**src/rtl/hall_call_queue.sv**
```systemverilog
// Hall-call front end: filters and dedupes button presses, buffers legal calls in a FIFO,
// issues one-cycle dispatcher requests and keeps the hall lamps lit until serviced.
module hall_call_queue #(
    parameter int NUM_FLOORS = 8,
    parameter int FLOOR_W    = 3,
    parameter int DEPTH      = 4
) (
    input  logic                      clk,
    input  logic                      reset,
    input  logic                      btn_valid,
    input  logic [FLOOR_W-1:0]        btn_floor,
    input  logic                      btn_dir,
    input  logic                      hold,
    input  logic                      clear_valid,
    input  logic [FLOOR_W-1:0]        clear_floor,
    input  logic                      clear_dir,
    output logic                      request,
    output logic [FLOOR_W-1:0]        request_floor,
    output logic                      request_dir,
    output logic [NUM_FLOORS-1:0]     lamp_up,
    output logic [NUM_FLOORS-1:0]     lamp_dn,
    output logic                      overflow,
    output logic [$clog2(DEPTH):0]    count
);
    localparam int PTR_W = $clog2(DEPTH);
    localparam int CNT_W = PTR_W + 1;
    localparam logic [FLOOR_W:0]       NUM_FLOORS_C = (FLOOR_W+1)'(NUM_FLOORS);
    localparam logic [FLOOR_W-1:0]     TOP_FLOOR    = FLOOR_W'(NUM_FLOORS - 1);
    localparam logic [CNT_W-1:0]       DEPTH_C      = CNT_W'(DEPTH);

    // One-hot lamp mask for a floor; out-of-range floors give an all-zero mask.
    function automatic logic [NUM_FLOORS-1:0] floor_onehot(input logic [FLOOR_W-1:0] f);
        logic [NUM_FLOORS-1:0] oh;
        oh = '0;
        for (int i = 0; i < NUM_FLOORS; i++) begin
            oh[i] = (FLOOR_W'(i) == f);
        end
        return oh;
    endfunction

    logic [FLOOR_W:0]         fifo_q [DEPTH];
    logic [PTR_W-1:0]         rd_ptr_q, rd_ptr_d, wr_ptr_q, wr_ptr_d;
    logic [CNT_W-1:0]         count_q, count_d;
    logic [NUM_FLOORS-1:0]    lamp_up_q, lamp_up_d, lamp_dn_q, lamp_dn_d;
    logic                     request_q, request_d, overflow_q, overflow_d;
    logic [FLOOR_W-1:0]       req_floor_q, req_floor_d;
    logic                     req_dir_q, req_dir_d;
    logic [NUM_FLOORS-1:0]    clr_mask_s, btn_mask_s, up_clr_s, dn_clr_s;
    logic                     legal_s, dup_s, fresh_s, pop_s, push_s;

    // Clear first, then legality/dedupe against post-clear lamps, then push/pop decisions.
    always_comb begin
        clr_mask_s = '0;
        btn_mask_s = floor_onehot(btn_floor);
        up_clr_s   = lamp_up_q;
        dn_clr_s   = lamp_dn_q;
        if (clear_valid) begin
            clr_mask_s = floor_onehot(clear_floor);
        end else begin
            clr_mask_s = '0;
        end
        if (clear_dir) begin
            up_clr_s = lamp_up_q & ~clr_mask_s;
        end else begin
            dn_clr_s = lamp_dn_q & ~clr_mask_s;
        end

        legal_s = btn_valid && ({1'b0, btn_floor} < NUM_FLOORS_C)
                  && !(btn_dir && (btn_floor == TOP_FLOOR))
                  && !(!btn_dir && (btn_floor == {FLOOR_W{1'b0}}));
        if (btn_dir) begin
            dup_s = |(up_clr_s & btn_mask_s);
        end else begin
            dup_s = |(dn_clr_s & btn_mask_s);
        end
        fresh_s    = legal_s && !dup_s;
        pop_s      = (count_q != {CNT_W{1'b0}}) && !hold;
        push_s     = fresh_s && ((count_q < DEPTH_C) || pop_s);
        overflow_d = fresh_s && !push_s;

        lamp_up_d = up_clr_s;
        lamp_dn_d = dn_clr_s;
        if (push_s && btn_dir) begin
            lamp_up_d = up_clr_s | btn_mask_s;
        end else if (push_s) begin
            lamp_dn_d = dn_clr_s | btn_mask_s;
        end else begin
            lamp_up_d = up_clr_s;
        end

        request_d   = pop_s;
        req_floor_d = req_floor_q;
        req_dir_d   = req_dir_q;
        if (pop_s) begin
            req_floor_d = fifo_q[rd_ptr_q][FLOOR_W-1:0];
            req_dir_d   = fifo_q[rd_ptr_q][FLOOR_W];
        end else begin
            req_floor_d = req_floor_q;
        end

        rd_ptr_d = pop_s  ? rd_ptr_q + PTR_W'(1) : rd_ptr_q;
        wr_ptr_d = push_s ? wr_ptr_q + PTR_W'(1) : wr_ptr_q;
        case ({push_s, pop_s})
            2'b10:   count_d = count_q + CNT_W'(1);
            2'b01:   count_d = count_q - CNT_W'(1);
            default: count_d = count_q;
        endcase
    end

    // State and output registers; reset discards queued calls and lamps at once.
    always_ff @(posedge clk or negedge reset) begin
        if (!reset) begin
            for (int i = 0; i < DEPTH; i++) begin
                fifo_q[i] <= '0;
            end
            rd_ptr_q    <= '0;
            wr_ptr_q    <= '0;
            count_q     <= '0;
            lamp_up_q   <= '0;
            lamp_dn_q   <= '0;
            request_q   <= 1'b0;
            overflow_q  <= 1'b0;
            req_floor_q <= '0;
            req_dir_q   <= 1'b0;
        end else begin
            if (push_s) begin
                fifo_q[wr_ptr_q] <= {btn_dir, btn_floor};
            end
            rd_ptr_q    <= rd_ptr_d;
            wr_ptr_q    <= wr_ptr_d;
            count_q     <= count_d;
            lamp_up_q   <= lamp_up_d;
            lamp_dn_q   <= lamp_dn_d;
            request_q   <= request_d;
            overflow_q  <= overflow_d;
            req_floor_q <= req_floor_d;
            req_dir_q   <= req_dir_d;
        end
    end

    assign request       = request_q;
    assign request_floor = req_floor_q;
    assign request_dir   = req_dir_q;
    assign lamp_up       = lamp_up_q;
    assign lamp_dn       = lamp_dn_q;
    assign overflow      = overflow_q;
    assign count         = count_q;
endmodule

```
**config.mk**
```make
export PLATFORM = sky130hd
export DESIGN_NAME = hall_call_queue
export DESIGN_NICKNAME = d
export VERILOG_FILES = /design/src/rtl/hall_call_queue.sv
export SDC_FILE = /design/constraint.sdc
export NUM_CORES = 1
export LEC_CHECK = 0
export BUFFER_PORTS_ARGS = -buffer_cell sky130_fd_sc_hd__buf_2
export CAP_MARGIN = 20
export CELL_PAD_IN_SITES_DETAIL_PLACEMENT = 1
export CELL_PAD_IN_SITES_GLOBAL_PLACEMENT = 1
export CORE_ASPECT_RATIO = 1.5
export CORE_UTILIZATION = 40
export DETAILED_ROUTE_END_ITERATION = 12
export MAX_ROUTING_LAYER = met4
export PLACE_DENSITY_LB_ADDON = 0.1
export SKIP_LAST_GASP = 1
export SLEW_MARGIN = 20
export SYNTH_ARGS = -nofsm -noshare
export SYNTH_HDL_FRONTEND = slang
export SYNTH_SLANG_ARGS = --single-unit
```
**constraint.sdc**
```tcl
create_clock -name clk -period 5.2 [get_ports clk]
set_input_delay 0.52 -clock clk [delete_from_list [all_inputs] [get_ports clk]]
set_output_delay 0.52 -clock clk [all_outputs]
set_load 0.01 [all_outputs]
```
* Word level (Yosys, flattened, before mapping)
Index checks and enable logic that the tools add are counted.
** Storage, ports and cells
- Bits in registers :: 45
- RAM bits :: 0
- Bits in latches :: 0
- Output and inout bits :: 25
- Input port bits :: 13
- ROM bits :: 0
- Memories :: 0
** Cells by class
- Equality and inequality tests :: 17
- Shift operators :: 0
- Multiply operators :: 0
- Bitwise logic cells :: 9
- Div/mod/pow operators :: 0
- $add $sub $neg :: 4
- Reduce and logical (&&, ||, !) cells :: 23
- Multiplexer cells :: 14
- $lt $le $gt $ge :: 4
** Operators with widths (count)
- 2-to-1 mux 8 bit :: 6
- AND 8 bit :: 4
- == test 3 bit, first input constant :: 8
- bitwise mux 16 bit :: 1
- OR 8 bit :: 2
- OR reduction 8 bit :: 2
- == test 2 x 3 -> 1 bit, first input constant :: 4
- 2-to-1 mux 4 bit :: 3
- logical AND 1 bit :: 10
- binary-select mux 4 bit (select 2 bit) :: 1
- demux 4 bit (select 2 bit) :: 1
- inverter 8 bit :: 1
- == test 1 x 3 -> 1 bit, first input constant :: 2
- greater-or-equal comparator 3 bit, second input constant :: 2
- logical NOT 1 bit :: 6
- logical NOT 3 bit :: 2
- inverter 2 -> 3 bit :: 2
- case mux 3 bit (2 select lines) :: 1
- adder 2 x 1 -> 2 bit, second input constant :: 2
- adder 3 x 1 -> 3 bit, second input constant :: 1
- == test 3 bit, second input constant :: 1
- less-than comparator 3 x 1 -> 1 bit, second input constant :: 1
- less-than comparator 3 bit, second input constant :: 1
- nonzero test 3 bit :: 1
- other kinds (6) :: 6

* Longest topological paths before layout
Gate-level depths: netlist (run 1).
- Depth in word-level cells :: 13
- Mapped depth :: 14

* Least setup slack after synthesis (run 1)
OpenSTA, ideal clock, no wires.
- Path type :: input to register
- Start :: input clear_floor[1]
- End :: register count_q[2] (netlist: count[2])
- Stages on the path :: 14
- Buffers on the path :: 3
- Library setup time :: 129 ps
- Setup slack :: 2051 ps
- Data arrival time :: 3021 ps
- Cell sequence :: buf_2 > nand2b_1 > o2111a_1 > a311o_1 > a221o_1 > a21bo_1 > buf_6 > buf_6 > ha_1 > inv_1 > fa_1 > xor2_1 > nor2_1 > xor2_1
** Between the ends
- Longest elaborated chain between the ends :: 13
- Elaborated cells between the ends (all ways) :: 26
- Those cells by class :: 9 x eq/ne; 5 x mux; 5 x bitwise; 7 x reduce/logical
** Ends and longest elaborated chain
- from (decl) :: line 15 : input logic [FLOOR_W-1:0] clear_floor,
- == test 1 x 3 -> 1 bit, or another cell as far along :: line 36 : oh[i] = (FLOOR_W'(i) == f);
- 2-to-1 mux 8 bit * :: line 57 : if (clear_valid) begin
- inverter 8 bit * :: line 63, 65
- AND 8 bit (on tied branches) :: line 65, 63
- 2-to-1 mux 8 bit :: line 62 : if (clear_dir) begin
- AND 8 bit (on tied branches) :: line 74, 72
- OR reduction 8 bit (on tied branches) :: line 74, 72
- 2-to-1 mux 1 bit * :: line 71 : if (btn_dir) begin
- logical NOT 1 bit * :: line 76 : fresh_s = legal_s && !dup_s;
- logical AND 1 bit * :: line 76
- logical AND 1 bit * :: line 78 : push_s = fresh_s && ((count_q < DEPTH_C) || pop_s);
- == test 2 x 1 -> 1 bit or == test 2 bit (tied branches) :: line 103 : case ({push_s, pop_s})
- case mux 3 bit (2 select lines) or nonzero test 2 bit (tied branches)
- to (signal assigned) :: line 131 : count_q <= count_d;
- to (decl) :: line 43 : logic [CNT_W-1:0] count_q, count_d;
Every way passes the cells marked *; elsewhere a longest branch is shown, timed or not.
A chain may end at the register's enable or synchronous reset.

* Worst setup path in the final report (run 1)
- Start :: input btn_floor[2]
- End :: register count_q[2] (netlist: count[2])
** Between the ends
- Longest elaborated chain between the ends :: 9
- Elaborated cells between the ends (all ways) :: 27
- Those cells by class :: 10 x eq/ne; 2 x mux; 2 x bitwise; 13 x reduce/logical
** Ends and longest elaborated chain
- from (decl) :: line 11 : input logic [FLOOR_W-1:0] btn_floor,
- == test 1 x 3 -> 1 bit, or another cell as far along :: line 36
- AND 8 bit, or another cell as far along :: line 74 : dup_s = |(dn_clr_s & btn_mask_s);
- OR reduction 8 bit, or another cell as far along :: line 74
- 2-to-1 mux 1 bit or logical AND 1 bit (tied branches) :: line 71, 69
- logical NOT 1 bit or logical AND 1 bit (tied branches) :: line 76, 70
- logical AND 1 bit * :: line 76
- logical AND 1 bit * :: line 78
- == test 2 x 1 -> 1 bit or == test 2 bit (tied branches) :: line 103
- case mux 3 bit (2 select lines) or nonzero test 2 bit (tied branches)
Marks and branches as above.

==> reports/metrics.json, run 1 <==
{
  "run_status": {"value": "finished, final reports clean"},
  "fin_worst_skew": {"value": 0.00660, "unit": "ns"},
  "ios": {"value": 38},
  "tightest_slew": {"value": 0.680, "unit": "ns"},
  "floorplan.die.height": {"value": 94.5, "unit": "µm"},
  "ctsRootBufferMaster": {"value": "sky130_fd_sc_hd__clkbuf_8"},
  "layout-drive-gt1-share": {"value": 0.329},
  "p_leak": {"value": 1.15, "unit": "nW"},
  "grt_setup_unrepaired": {"value": "false"},
  "drtAntennaViolNets": {"value": 0},
  "area_of_the_die": {"value": 6010, "unit": "µm²"},
  "mean_number_of_vias_per_cell": {"value": 5.61},
  "timing.critical_path.fanout_max": {"value": 20},
  "cts.sink_count": {"value": 45},
  "report.final.setup_viol": {"value": 0},
  "synth-warning-count": {"value": 0},
  "clk_pin_slew_worst_paths": {"value": 0.08, "unit": "ns"},
  "power.density_cell_area": {"value": 494, "unit": "nW/µm²"},
  "cts_tree": {"value": "built"},
  "worstPathRequired": {"value": 5.42, "unit": "ns"},
  "multi_input_area": {"value": 1070, "unit": "µm²"},
  "hold_viol": {"value": 0},
  "post_synth_num_cell_types": {"value": 43},
  "floorplan.die.width": {"value": 63.7, "unit": "µm"},
  "layout.area.seq": {"value": 1130, "unit": "µm²"},
  "mappedNetlistArea": {"value": 2280, "unit": "µm²"},
  "vias_in_the_first_global_route": {"value": 1867},
  "rows": {"value": 33},
  "io_buffers": {"value": 37},
  "clk_latency": {"value": 0.30, "unit": "ns"},
  "area.growth.synth_to_final": {"value": 13.9, "unit": "%"},
  "routedWlPerCell": {"value": 18.8, "unit": "µm"},
  "antenna_found_initial": {"value": 0},
  "critical_path.slowest_cell": {"value": "sky130_fd_sc_hd__a21bo_1"},
  "route.vias.total": {"value": 1690},
  "syn_nets": {"value": 215},
  "grt_start_max_net_pins": {"value": 46},
  "layout_min_cycle_time": {"value": 3.49, "unit": "ns"},
  "synth-edff-count": {"value": 0},
  "grt_pass1_wl": {"value": 9640, "unit": "µm"},
  "core_box_area": {"value": 5490, "unit": "µm²"},
  "cell_type_with_the_highest_occurrence_count_on_the_critical_path": {"value": "sky130_fd_sc_hd__xor2_1"},
  "syn-mean-instance-area": {"value": 11.6, "unit": "µm²"},
  "remaining_drcs": {"value": 0},
  "cp-start-kind": {"value": "input port"},
  "path_class": {"value": "input port to flip-flop"},
  "postCtsHoldBufs": {"value": 0},
  "cts_resized": {"value": 0},
  "fill_cells": {"value": 648},
  "design_power_total": {"value": 0.00128, "unit": "W"},
  "gpl.final_weighted_congestion": {"value": 0.954},
  "slew_violations": {"value": 0},
  "worstPathCellList": {"value": "buf_2 > nor2b_1 > o311ai_0 > nand2_1 > o211a_1 > a21bo_1 > ha_1 > inv_1 > fa_1 > xor2_1 > nor2_1 > xor2_1"},
  "postSynth.topFlopCell": {"value": "sky130_fd_sc_hd__dfrtp_1"},
  "postRouteWirelength": {"value": 5670, "unit": "µm"},
  "max_slew_margin": {"value": 0.545},
  "crit_path_end_kind": {"value": "flip-flop"},
  "fin_tns_setup": {"value": 0, "unit": "ns"},
  "cts-root-to-sink-buffers": {"value": 2},
  "peak_supply_drop": {"value": 0.160, "unit": "mV"},
  "share_of_the_clock_period_used_by_the_worst_path": {"value": 0.672},
  "grt_remaining_overflow": {"value": 0},
  "critical-path-max-stage-delay": {"value": 0.59, "unit": "ns"},
  "cts-htree-levels": {"value": 2},
  "hpwlAfterDp": {"value": 4330, "unit": "µm"},
  "ys_seq_area_frac": {"value": 0.494},
  "cts_inserted_buffers": {"value": 5},
  "max_cap_violations": {"value": 0},
  "number_of_inserted_diodes": {"value": 0},
  "netlist_instances": {"value": 196},
  "cp.arrival": {"value": 3.72, "unit": "ns"},
  "achievable-frequency": {"value": 286, "unit": "MHz"},
  "initial_core_util": {"value": 0.415},
  "post-cts-setup-buffers": {"value": 0},
  "global_route_total_usage_across_every_layer": {"value": 0.220},
  "async_flop_share": {"value": 1.00},
  "synth-seq-cells": {"value": 45},
  "min-delay-path-class": {"value": "input port to asynchronous set/reset pin"},
  "nets_final": {"value": 249},
  "drt-pass1-iter-count": {"value": 3},
  "initialDrtViolationCount": {"value": 79}
}
## cells in the final DEF (no fill, tap or decap), drive strengths merged, types with 2 or more instances in the layout
cell and n:
ha 5, nand2 20, o2111ai 3, inv 7, clkinv 2, nor2 5, buf 37, mux2i 2
mux4 4, nand3 3, nor2b 4, o211ai 7, nand2b 2, o31ai 3, mux2 20, xor2 3
a21oi 5, nand3b 2, dfrtp 45, o21ai 24, o311ai 2, o41ai 3, xnor2 3, clkbuf 6
## layout make-up
cell class	instances	share of cell area
multi-input combinational	134	0.413
clock inverter	2	0.00530
clock buffer	6	0.0318
timing repair buffer	37	0.0723
sequential	45	0.434
inverter	7	0.0101
tap	70	0.0337
## worst max-delay path, delay by kind of cell
kind / cells / cell delay, ns
AO/OA/AOI/OAI: 3 / 1.15
XOR/XNOR: 2 / 0.30
adder cells (fa/ha/maj): 2 / 0.67
buffers and inverters: 2 / 0.37
AND/OR/NAND/NOR: 3 / 0.70
## power breakdown
| group | internal (W) | switching, W |
|---|---|---|
| combinational | 0.000245 | 0.000215 |
| clock | 0.000108 | 0.000118 |
| sequential | 0.000491 | 0.000107 |
## layer usage
metal / vias up / GRT usage / wire [µm]
li1: 781 / - / -
met1: 870 / 0.227 / 2190
met2: 32 / 0.414 / 3240
met3: 7 / 0.0290 / 133
met4: 0 / 0.0871 / 109
met5: - / - / 0
## Yosys cell counts, drive strengths merged, types with 2 or more instances
cell type,n,share of area
dfrtp,45,0.49
o21ai,24,0.053
mux2,20,0.10
nand2,20,0.033
clkbuf,7,0.012
inv,7,0.012
o211ai,7,0.023
a21oi,5,0.016
ha,5,0.027
nor2,5,0.0082
mux4,4,0.039
nor2b,4,0.011
buf,3,0.012
nand3,3,0.0088
o2111ai,3,0.012
o31ai,3,0.0099
o41ai,3,0.021
xnor2,3,0.012
xor2,3,0.012
mux2i,2,0.0088
nand2b,2,0.0055
nand3b,2,0.0066
o311ai,2,0.0077
## sequential cells by signal (all words and copies together) (netlist names)
name           count
count              3
overflow           1
lamp_dn            8
rd_ptr_q           2
request_dir        1
fifo_q            16
wr_ptr_q           2
request            1
request_floor      3
lamp_up            8
## through the flow
| step | hold WS (ns) | setup slack [ns] | std cells | util | cell area (µm²) |
|---|---|---|---|---|---|
| finish | 0.216 | 1.71 | 301 | 0.473 | 2600 |
| global route | 0.264 | 1.47 | 301 | 0.473 | 2600 |
| CTS | 0.422 | 1.72 | 301 | 0.473 | 2590 |
| detailed placement | 0.498 | 1.39 | 293 | 0.455 | 2500 |
| global placement | 0.485 | 1.61 | 293 | 0.455 | 2500 |
| floorplan | 0.224 | 2.05 | 196 | - | 2280 |
## cell families (layout without fill, tap and decap cells)
| family | count (synthesis) | count (layout) | share of synthesized area |
|---|---|---|---|
| adder cells (fa/ha/maj) | 6 | 6 | 0.0362 |
| XOR/XNOR | 6 | 6 | 0.0230 |
| AO/OA/AOI/OAI | 55 | 55 | 0.175 |
| multiplexers | 26 | 26 | 0.149 |
| flip-flops | 45 | 45 | 0.494 |
| AND/OR/NAND/NOR | 41 | 41 | 0.0878 |
| buffers and inverters | 17 | 52 | 0.0357 |
## worst paths after layout
check	from	endpoint	slack, ns	cells past startpoint
setup reg to reg	lamp_dn[3]$_DFF_PN0_	count[2]$_DFFE_PN0P_	2.36	10
setup / recovery	btn_floor[2]	count[2]$_DFFE_PN0P_	1.71	12
hold reg to reg	request_floor[2]$_DFFE_PN0P_	request_floor[2]$_DFFE_PN0P_	0.51	1
min in group clk	hold	overflow$_DFF_PN0_	0.48	3
hold / removal	reset	count[2]$_DFFE_PN0P_	0.22	1
max in group asynchronous	reset	lamp_up[3]$_DFF_PN0_	4.60	1
(Power assumes the default switching activity.)
==> inputs of run 2 (changes only) <==
--- a/config.mk
+++ b/config.mk
@@ -5,6 +5,7 @@
 export SDC_FILE = /design/constraint.sdc
 export NUM_CORES = 1
 export LEC_CHECK = 0
+export ABC_AREA = 1
 export BUFFER_PORTS_ARGS = -buffer_cell sky130_fd_sc_hd__buf_2
 export CAP_MARGIN = 20
 export CELL_PAD_IN_SITES_DETAIL_PLACEMENT = 1
==> constraint.sdc (replaced) <==
create_clock -name clk -period 3.65 [get_ports clk]
set_input_delay 0.365 -clock clk [delete_from_list [all_inputs] [get_ports clk]]
set_output_delay 0.365 -clock clk [all_outputs]
set_load 0.01 [all_outputs]
==> run 2 against run 1 <==
Net effect:
- global-route usage rose by 2.4 points
- via count rose by 32%
- die area rose by 7.6%
- synthesized area rose by 7.8%
- clock-buffer cell count rose by 1
- final area rose by 8.5%
- sequential power rose by 43%
- synthesized cell count rose by 60%
- cell count rose by 40%
- sequential share of layout area fell by 3.4 points
- worst setup slack got worse by 0.75 ns
- hold slack got worse by 0.17 ns
==> reports/metrics.json, run 2 <==
{
  "clk_pin_slew_worst_paths": {"value": 0.09, "unit": "ns", "change": "about the same"},
  "postLayoutCellArea": {"value": 2820, "unit": "µm²", "change": "+8.5%"},
  "slew_violations": {"value": 0, "change": "unchanged"},
  "grt_start_max_net_pins": {"value": 46, "change": "unchanged"},
  "post_synth_main_area_contributors": {"value": "sky130_fd_sc_hd__dfrtp_1 (46%), sky130_fd_sc_hd__nand2_1 (13%), sky130_fd_sc_hd__nand3_1 (6.9%)"},
  "core_box_area": {"value": 5870, "unit": "µm²", "change": "+6.9%"},
  "hold_viol": {"value": 0, "change": "unchanged"},
  "final_cells": {"value": 422, "change": "+40%"},
  "grt_remaining_overflow": {"value": 0, "change": "unchanged"},
  "clk_latency": {"value": 0.31, "unit": "ns", "change": "about the same"},
  "global_route_total_usage_across_every_layer": {"value": 0.244, "change": "+0.0243"},
  "timing.critical_path.fanout_max": {"value": 19, "change": "-5.0%"},
  "cts-root-to-sink-buffers": {"value": 2, "change": "unchanged"},
  "post_synth_num_cell_types": {"value": 31, "change": "-28%"},
  "grt_pass1_wl": {"value": 11400, "unit": "µm", "change": "+19%"},
  "worstPathCellList": {"value": "buf_2 > inv_2 > nor2_1 > nand3_1 > nand2_1 > nor2_2 > a21oi_4 > nor2_8 > nand2_4 > ha_1 > inv_1 > fa_1 > a21oi_1 > o21ai_0 > xor2_1"},
  "synth_top_cells_by_count": {"value": "sky130_fd_sc_hd__nand2_1 (83), sky130_fd_sc_hd__dfrtp_1 (45), sky130_fd_sc_hd__nand3_1 (34), sky130_fd_sc_hd__nor2_1 (31), sky130_fd_sc_hd__inv_1 (24)"},
  "postCtsHoldBufs": {"value": 0, "change": "unchanged"},
  "setup.worst_path.start": {"value": "btn_floor[2]"},
  "post-synth-top-count-cell": {"value": "sky130_fd_sc_hd__nand2_1"},
  "achievable-frequency": {"value": 371, "unit": "MHz"},
  "power.density_cell_area": {"value": 708, "unit": "nW/µm²", "change": "+43%"},
  "number_of_inserted_diodes": {"value": 0, "change": "unchanged"},
  "max_cap_violations": {"value": 0, "change": "unchanged"},
  "area.growth.synth_to_final": {"value": 14.5, "unit": "%"},
  "nets_final": {"value": 368, "change": "+48%"},
  "post-cts-setup-buffers": {"value": 0, "change": "unchanged"},
  "synthDominantAreaCellType": {"value": "sky130_fd_sc_hd__dfrtp_1"},
  "drtAntennaViolNets": {"value": 0, "change": "unchanged"},
  "syn-mean-instance-area": {"value": 7.86, "unit": "µm²", "change": "-32%"},
  "worstPathRequired": {"value": 3.83, "unit": "ns", "change": "-1.59 ns"},
  "initial_core_util": {"value": 0.419, "change": "+0.00365"},
  "gpl.final_weighted_congestion": {"value": 0.903, "change": "-5.4%"},
  "fill_cells": {"value": 766, "change": "+18%"},
  "fin_tns_setup": {"value": 0, "unit": "ns", "change": "unchanged"},
  "synth-edff-count": {"value": 0, "change": "unchanged"},
  "async_flop_share": {"value": 1.00, "change": "unchanged"},
  "cts.sink_count": {"value": 45, "change": "unchanged"},
  "mean_number_of_vias_per_cell": {"value": 5.29, "change": "-5.8%"},
  "cp-start-kind": {"value": "input port"},
  "report.final.setup_viol": {"value": 0, "change": "unchanged"},
  "path_class": {"value": "input port to flip-flop"},
  "critical_path.slowest_cell": {"value": "sky130_fd_sc_hd__nor2_1"},
  "cts-htree-levels": {"value": 2, "change": "unchanged"},
  "mostFrequentLayoutCell": {"value": "sky130_fd_sc_hd__nand2_1"},
  "floorplan.die.width": {"value": 66.0, "unit": "µm", "change": "+3.7%"},
  "placed_area": {"value": 2700, "unit": "µm²", "change": "+8.0%"},
  "antenna_found_initial": {"value": 0, "change": "unchanged"},
  "peak_supply_drop": {"value": 0.243, "unit": "mV", "change": "+53%"},
  "worst-r2r-cell-count": {"value": 12, "change": "+2"},
  "cts_resized": {"value": 0, "change": "unchanged"},
  "initialDrtViolationCount": {"value": 63, "change": "-20%"},
  "tightest_slew": {"value": 0.578, "unit": "ns", "change": "-0.102 ns"},
  "finish.utilization": {"value": 0.480, "change": "+0.00696"},
  "crit_path_end_kind": {"value": "flip-flop"},
  "layout.area.seq": {"value": 1130, "unit": "µm²", "change": "unchanged"},
  "cp.arrival": {"value": 2.87, "unit": "ns", "change": "-0.85 ns"},
  "syn_nets": {"value": 332, "change": "+54%"},
  "layout_common_cells": {"value": "sky130_fd_sc_hd__nand2_1 (83), sky130_fd_sc_hd__dfrtp_1 (45), sky130_fd_sc_hd__buf_2 (36)"},
  "remaining_drcs": {"value": 0, "change": "unchanged"},
  "multi_input_area": {"value": 1170, "unit": "µm²", "change": "+9.3%"},
  "grt_setup_unrepaired": {"value": "false"},
  "share_of_the_clock_period_used_by_the_worst_path": {"value": 0.738},
  "p_leak": {"value": 1.44, "unit": "nW", "change": "+26%"},
  "number_of_flip_flops_in_the_largest_register": {"value": 16, "change": "unchanged"},
  "mappedNetlistArea": {"value": 2460, "unit": "µm²", "change": "+7.8%"},
  "rr_startpoint": {"value": "lamp_up[4]$_DFF_PN0_"},
  "routedWlPerCell": {"value": 16.2, "unit": "µm", "change": "-14%"},
  "worst-r2r-setup-slack": {"value": 1.36, "unit": "ns", "change": "-1.00 ns"},
  "io_buffers": {"value": 37, "change": "unchanged"},
  "layout-drive-gt1-share": {"value": 0.183, "change": "-0.146"},
  "ys_seq_area_frac": {"value": 0.458, "change": "-0.0359"},
  "max_slew_margin": {"value": 0.615, "change": "+0.0694"},
  "largest-register": {"value": "fifo_q"},
  "worst_path_dominant_cell_family": {"value": "simple AND/OR/NAND/NOR gates"},
  "cts_tree": {"value": "built"},
  "postSynth.topFlopCell": {"value": "sky130_fd_sc_hd__dfrtp_1"},
  "crit_buf_inv": {"value": 3, "change": "+1"},
  "layout_min_cycle_time": {"value": 2.69, "unit": "ns"},
  "cts_inserted_buffers": {"value": 5, "change": "unchanged"},
  "ctsRootBufferMaster": {"value": "sky130_fd_sc_hd__clkbuf_8"},
  "post-synth-top-area-fraction": {"value": 0.458, "change": "-0.0359"},
  "synth-warning-count": {"value": 0, "change": "unchanged"},
  "critical-path-max-stage-delay": {"value": 0.37, "unit": "ns", "change": "-0.22 ns"},
  "dpl.cell_count": {"value": 414, "change": "+41%"},
  "ios": {"value": 38, "change": "unchanged"},
  "vias_in_the_first_global_route": {"value": 2339, "change": "+25%"},
  "area_of_the_die": {"value": 6470, "unit": "µm²", "change": "+7.6%"},
  "postRouteWirelength": {"value": 6820, "unit": "µm", "change": "+20%"},
  "route.vias.total": {"value": 2232, "change": "+32%"},
  "synth-seq-cells": {"value": 45, "change": "unchanged"},
  "run_status": {"value": "finished, final reports clean"},
  "drt-pass1-iter-count": {"value": 4, "change": "+1"},
  "floorplan.die.height": {"value": 98.0, "unit": "µm", "change": "+3.8%"},
  "fin_worst_skew": {"value": 0.0102, "unit": "ns", "change": "+0.00363 ns"},
  "hpwlAfterDp": {"value": 5390, "unit": "µm", "change": "+25%"},
  "regToRegEndpoint": {"value": "count[2]$_DFFE_PN0P_"},
  "netlist_instances": {"value": 313, "change": "+60%"},
  "rows": {"value": 34, "change": "+3.0%"},
  "min-delay-path-class": {"value": "input port to asynchronous set/reset pin"}
}
[run 2: cell count changes after synthesis, moves of 5 or more]
cell	change
sky130_fd_sc_hd__mux2_2	-19
sky130_fd_sc_hd__nor2_1	+26
sky130_fd_sc_hd__a31oi_1	+5
sky130_fd_sc_hd__nor2_2	+5
sky130_fd_sc_hd__inv_1	+17
sky130_fd_sc_hd__nand2_1	+63
sky130_fd_sc_hd__o211ai_1	-7
sky130_fd_sc_hd__nand4_1	+20
sky130_fd_sc_hd__nand3_1	+32
[run 2: cells by family after synthesis]
kind of cell	count (synthesis)	share of synthesized area
adders and majority gates	6	0.0336
xor gates and xnor gates	4	0.0142
AOI/OAI and AO/OA	34	0.0788
buffers and inverters	39	0.0651
and+or+nand+nor	185	0.350
DFF	45	0.458
[run 2: worst max path at each step]
stage,cells past startpoint,end
after floorplan,16,count[2]$_DFFE_PN0P_
after global placement,15,count[2]$_DFFE_PN0P_
after detailed placement,15,count[2]$_DFFE_PN0P_
after CTS,15,count[2]$_DFFE_PN0P_
after global routing,15,count[2]$_DFFE_PN0P_
final,15,count[2]$_DFFE_PN0P_
[run 2: metal layers]
metal / track usage / part of all wire
met3: 0.0327 / 0.019
met1: 0.250 / 0.38
met5: - / 0
met4: 0.126 / 0.048
met2: 0.436 / 0.55
[run 2: metrics by stage]
stage	hold WS, ns	total power [W]	worst slack, ns
3_5_place_dp	0.466	0.00162	0.610
5_1_grt	0.103	0.00216	0.720
2_1_floorplan	0.0694	0.00134	1.16
3_3_place_gp	0.465	0.00160	0.676
6_report	0.0446	0.00200	0.957
4_1_cts	0.271	0.00202	0.922
[run 2: layout make-up]
type | count | area share
multi-input combinational | 229 | 0.417
timing repair buffer | 39 | 0.0719
inverter | 29 | 0.0386
clock buffer | 7 | 0.0306
tap | 72 | 0.0320
clock inverter | 1 | 0.0107
sequential | 45 | 0.400
[run 2: power by group]
part	total (W)	leakage [nW]	switching [W]	internal [W]
Clock	0.000399	0.0585	0.000175	0.000223
Sequential	0.000854	0.558	0.000153	0.000701
Combinational	0.000743	0.828	0.000457	0.000287
==> inputs of run 3 (changes only) <==
--- a/config.mk
+++ b/config.mk
@@ -5,7 +5,7 @@
 export SDC_FILE = /design/constraint.sdc
 export NUM_CORES = 1
 export LEC_CHECK = 0
-export ABC_AREA = 1
+export ABC_AREA = 0
 export BUFFER_PORTS_ARGS = -buffer_cell sky130_fd_sc_hd__buf_2
 export CAP_MARGIN = 20
 export CELL_PAD_IN_SITES_DETAIL_PLACEMENT = 1
==> constraint.sdc (replaced) <==
create_clock -name clk -period 2.64 [get_ports clk]
set_input_delay 0.264 -clock clk [delete_from_list [all_inputs] [get_ports clk]]
set_output_delay 0.264 -clock clk [all_outputs]
set_load 0.01 [all_outputs]
==> run 3 against run 2 <==
Net effect:
- die area decreased by 7.1%
- global-route usage decreased by 1.8 points
- clock power increased by 14%
- non-clock buffer count increased by 18
- via count decreased by 21%
- critical path depth decreased by 3
- cell count decreased by 24%
- sequential power increased by 38%
- largest power group unchanged
==> reports/metrics.json, run 3 (synthesis gave the netlist of run 1 again) <==
{
  "remaining_drcs": {"value": 0, "change": "unchanged"},
  "multi_input_area": {"value": 1100, "unit": "µm²", "change": "-6.6%"},
  "dpl.cell_count": {"value": 312, "change": "-25%"},
  "critical_path.slowest_cell": {"value": "sky130_fd_sc_hd__or3_1"},
  "initial_core_util": {"value": 0.415, "change": "-0.00365"},
  "floorplan.die.width": {"value": 63.7, "unit": "µm", "change": "-3.6%"},
  "cp.arrival": {"value": 2.52, "unit": "ns", "change": "-0.35 ns"},
  "cts-root-to-sink-buffers": {"value": 2, "change": "unchanged"},
  "tightest_slew": {"value": 0.570, "unit": "ns", "change": "-0.00857 ns"},
  "fill_cells": {"value": 605, "change": "-21%"},
  "worst-r2r-setup-slack": {"value": 0.33, "unit": "ns", "change": "-1.03 ns"},
  "antenna_found_initial": {"value": 0, "change": "unchanged"},
  "nets_final": {"value": 269, "change": "-27%"},
  "floorplan.die.height": {"value": 94.5, "unit": "µm", "change": "-3.6%"},
  "vias_in_the_first_global_route": {"value": 1933, "change": "-17%"},
  "max_slew_margin": {"value": 0.620, "change": "+0.00571"},
  "path_class": {"value": "input port to flip-flop"},
  "min-delay-path-class": {"value": "input port to flip-flop"},
  "cell_type_with_the_highest_occurrence_count_on_the_critical_path": {"value": "sky130_fd_sc_hd__xor2_1"},
  "grt_remaining_overflow": {"value": 0, "change": "unchanged"},
  "power.density_cell_area": {"value": 944, "unit": "nW/µm²", "change": "+33%"},
  "hold_viol": {"value": 0, "change": "unchanged"},
  "grt_start_max_net_pins": {"value": 46, "change": "unchanged"},
  "gpl.final_weighted_congestion": {"value": 0.897, "change": "-0.69%"},
  "number_of_flip_flops_in_the_largest_register": {"value": 16, "change": "unchanged"},
  "rows": {"value": 33, "change": "-2.9%"},
  "drtAntennaViolNets": {"value": 0, "change": "unchanged"},
  "fin_tns_setup": {"value": 0, "unit": "ns", "change": "unchanged"},
  "cts_inserted_buffers": {"value": 5, "change": "unchanged"},
  "grt_setup_unrepaired": {"value": "false"},
  "slew_violations": {"value": 0, "change": "unchanged"},
  "cts.sink_count": {"value": 45, "change": "unchanged"},
  "grt_pass1_wl": {"value": 9850, "unit": "µm", "change": "-14%"},
  "global_route_total_usage_across_every_layer": {"value": 0.226, "change": "-0.0177"},
  "final_cells": {"value": 321, "change": "-24%"},
  "fin_worst_skew": {"value": 0.00963, "unit": "ns", "change": "-0.000605 ns"},
  "cts-htree-levels": {"value": 2, "change": "unchanged"},
  "cts_tree": {"value": "built"},
  "ios": {"value": 38, "change": "unchanged"},
  "p_leak": {"value": 1.24, "unit": "nW", "change": "-14%"},
  "initialDrtViolationCount": {"value": 49, "change": "-22%"},
  "hpwlAfterDp": {"value": 4700, "unit": "µm", "change": "-13%"},
  "crit_buf_inv": {"value": 2, "change": "-1"},
  "layout_min_cycle_time": {"value": 2.34, "unit": "ns"},
  "clk_pin_slew_worst_paths": {"value": 0.09, "unit": "ns", "change": "about the same"},
  "mean_number_of_vias_per_cell": {"value": 5.48, "change": "+3.7%"},
  "routedWlPerCell": {"value": 18.5, "unit": "µm", "change": "+14%"},
  "critical-path-max-stage-delay": {"value": 0.44, "unit": "ns", "change": "+0.07 ns"},
  "crit_path_end_kind": {"value": "flip-flop"},
  "route.vias.total": {"value": 1760, "change": "-21%"},
  "peak_supply_drop": {"value": 0.306, "unit": "mV", "change": "+26%"},
  "core_box_area": {"value": 5490, "unit": "µm²", "change": "-6.5%"},
  "worstPathCellList": {"value": "buf_2 > nand3_2 > or3_1 > a311o_1 > a221o_1 > a21bo_1 > ha_4 > inv_2 > fa_2 > xor2_1 > nor2_1 > xor2_1"},
  "worstPathRequired": {"value": 2.83, "unit": "ns", "change": "-1.00 ns"},
  "largest-register": {"value": "fifo_q"},
  "achievable-frequency": {"value": 428, "unit": "MHz"},
  "worst_path_dominant_cell_family": {"value": "compound AO/OA/AOI/OAI gates"},
  "area_of_the_die": {"value": 6010, "unit": "µm²", "change": "-7.1%"},
  "clk_latency": {"value": 0.31, "unit": "ns", "change": "about the same"},
  "layout.area.seq": {"value": 1130, "unit": "µm²", "change": "unchanged"},
  "max_cap_violations": {"value": 0, "change": "unchanged"},
  "drt-pass1-iter-count": {"value": 4, "change": "unchanged"},
  "number_of_inserted_diodes": {"value": 0, "change": "unchanged"},
  "area.growth.synth_to_final": {"value": 21.4, "unit": "%"},
  "layout-drive-gt1-share": {"value": 0.394, "change": "+0.212"},
  "mostFrequentLayoutCell": {"value": "sky130_fd_sc_hd__dfrtp_1"},
  "run_status": {"value": "finished, final reports clean"},
  "postRouteWirelength": {"value": 5930, "unit": "µm", "change": "-13%"},
  "report.final.setup_viol": {"value": 0, "change": "unchanged"},
  "share_of_the_clock_period_used_by_the_worst_path": {"value": 0.885},
  "io_buffers": {"value": 37, "change": "unchanged"},
  "layout_common_cells": {"value": "sky130_fd_sc_hd__dfrtp_1 (45), sky130_fd_sc_hd__buf_2 (36), sky130_fd_sc_hd__nand2_1 (20), sky130_fd_sc_hd__buf_4 (20), sky130_fd_sc_hd__mux2_2 (19)"},
  "timing.critical_path.fanout_max": {"value": 4, "change": "-15"},
  "cp-start-kind": {"value": "input port"},
  "ctsRootBufferMaster": {"value": "sky130_fd_sc_hd__clkbuf_8"}
}
-- run 3: through the flow --
stage                     total power (W)  utilization  worst slack (ns)  instance area, µm²  hold slack, ns
after CTS                         0.00267        0.502             0.302                2760           0.151
after detailed placement          0.00220        0.485           -0.0106                2660           0.490
after global routing              0.00280        0.504             0.179                2770           0.240
after floorplan                   0.00181            -            -0.105                2320         -0.0316
final                             0.00262        0.504             0.304                2770           0.223
after global placement            0.00211        0.485            0.0275                2660           0.469
-- run 3: cell type report --
| type | count | share of cell area |
|---|---|---|
| inverters | 7 | 0.00949 |
| clock inverters | 3 | 0.00903 |
| flip-flops and latches | 45 | 0.407 |
| multi-input cells | 134 | 0.396 |
| clock buffers | 5 | 0.0248 |
| repair buffers | 57 | 0.123 |
| well taps | 70 | 0.0316 |
-- run 3: worst paths after layout --
kind	start	endpoint	cells after the start
setup / recovery	clear_valid	count[2]$_DFFE_PN0P_	12
hold / removal	hold	overflow$_DFF_PN0_	3
setup reg to reg	lamp_up[5]$_DFF_PN0_	count[2]$_DFFE_PN0P_	10
hold reg to reg	fifo_q[8]$_DFFE_PN0P_	fifo_q[8]$_DFFE_PN0P_	1
max in group asynchronous	reset	lamp_up[2]$_DFF_PN0_	2
min in group asynchronous	reset	lamp_dn[7]$_DFF_PN0_	2
-- run 3: metal layers --
layer,share of wire,global-route usage
met5,0,-
met4,0.020,0.0890
met3,0.029,0.0362
met2,0.58,0.424
met1,0.37,0.232
-- run 3: timing repair --
item | CTS | global route
gates resized for setup | 0 | 0
endpoints found under the setup margin | 0 | 0
setup buffers | 0 | 0
endpoints found under the hold margin | 0 | 6
hold buffers | 0 | 1
-- run 3: worst reg2reg max path, cell delays in order (launching register included) --
cell                       delay, ns
sky130_fd_sc_hd__dfrtp_1        0.41
sky130_fd_sc_hd__o2111a_1       0.15
sky130_fd_sc_hd__a311o_1        0.32
sky130_fd_sc_hd__a221o_1        0.32
sky130_fd_sc_hd__a21bo_1        0.24
sky130_fd_sc_hd__ha_4           0.17
sky130_fd_sc_hd__inv_2          0.05
sky130_fd_sc_hd__fa_2           0.19
sky130_fd_sc_hd__xor2_1         0.13
sky130_fd_sc_hd__nor2_1         0.07
sky130_fd_sc_hd__xor2_1         0.14
-- run 3: power by group --
part / total, W / internal (W) / switching (W)
clock network: 0.000453 / 0.000193 / 0.000260
registers: 0.00118 / 0.000966 / 0.000213
logic: 0.000983 / 0.000534 / 0.000449
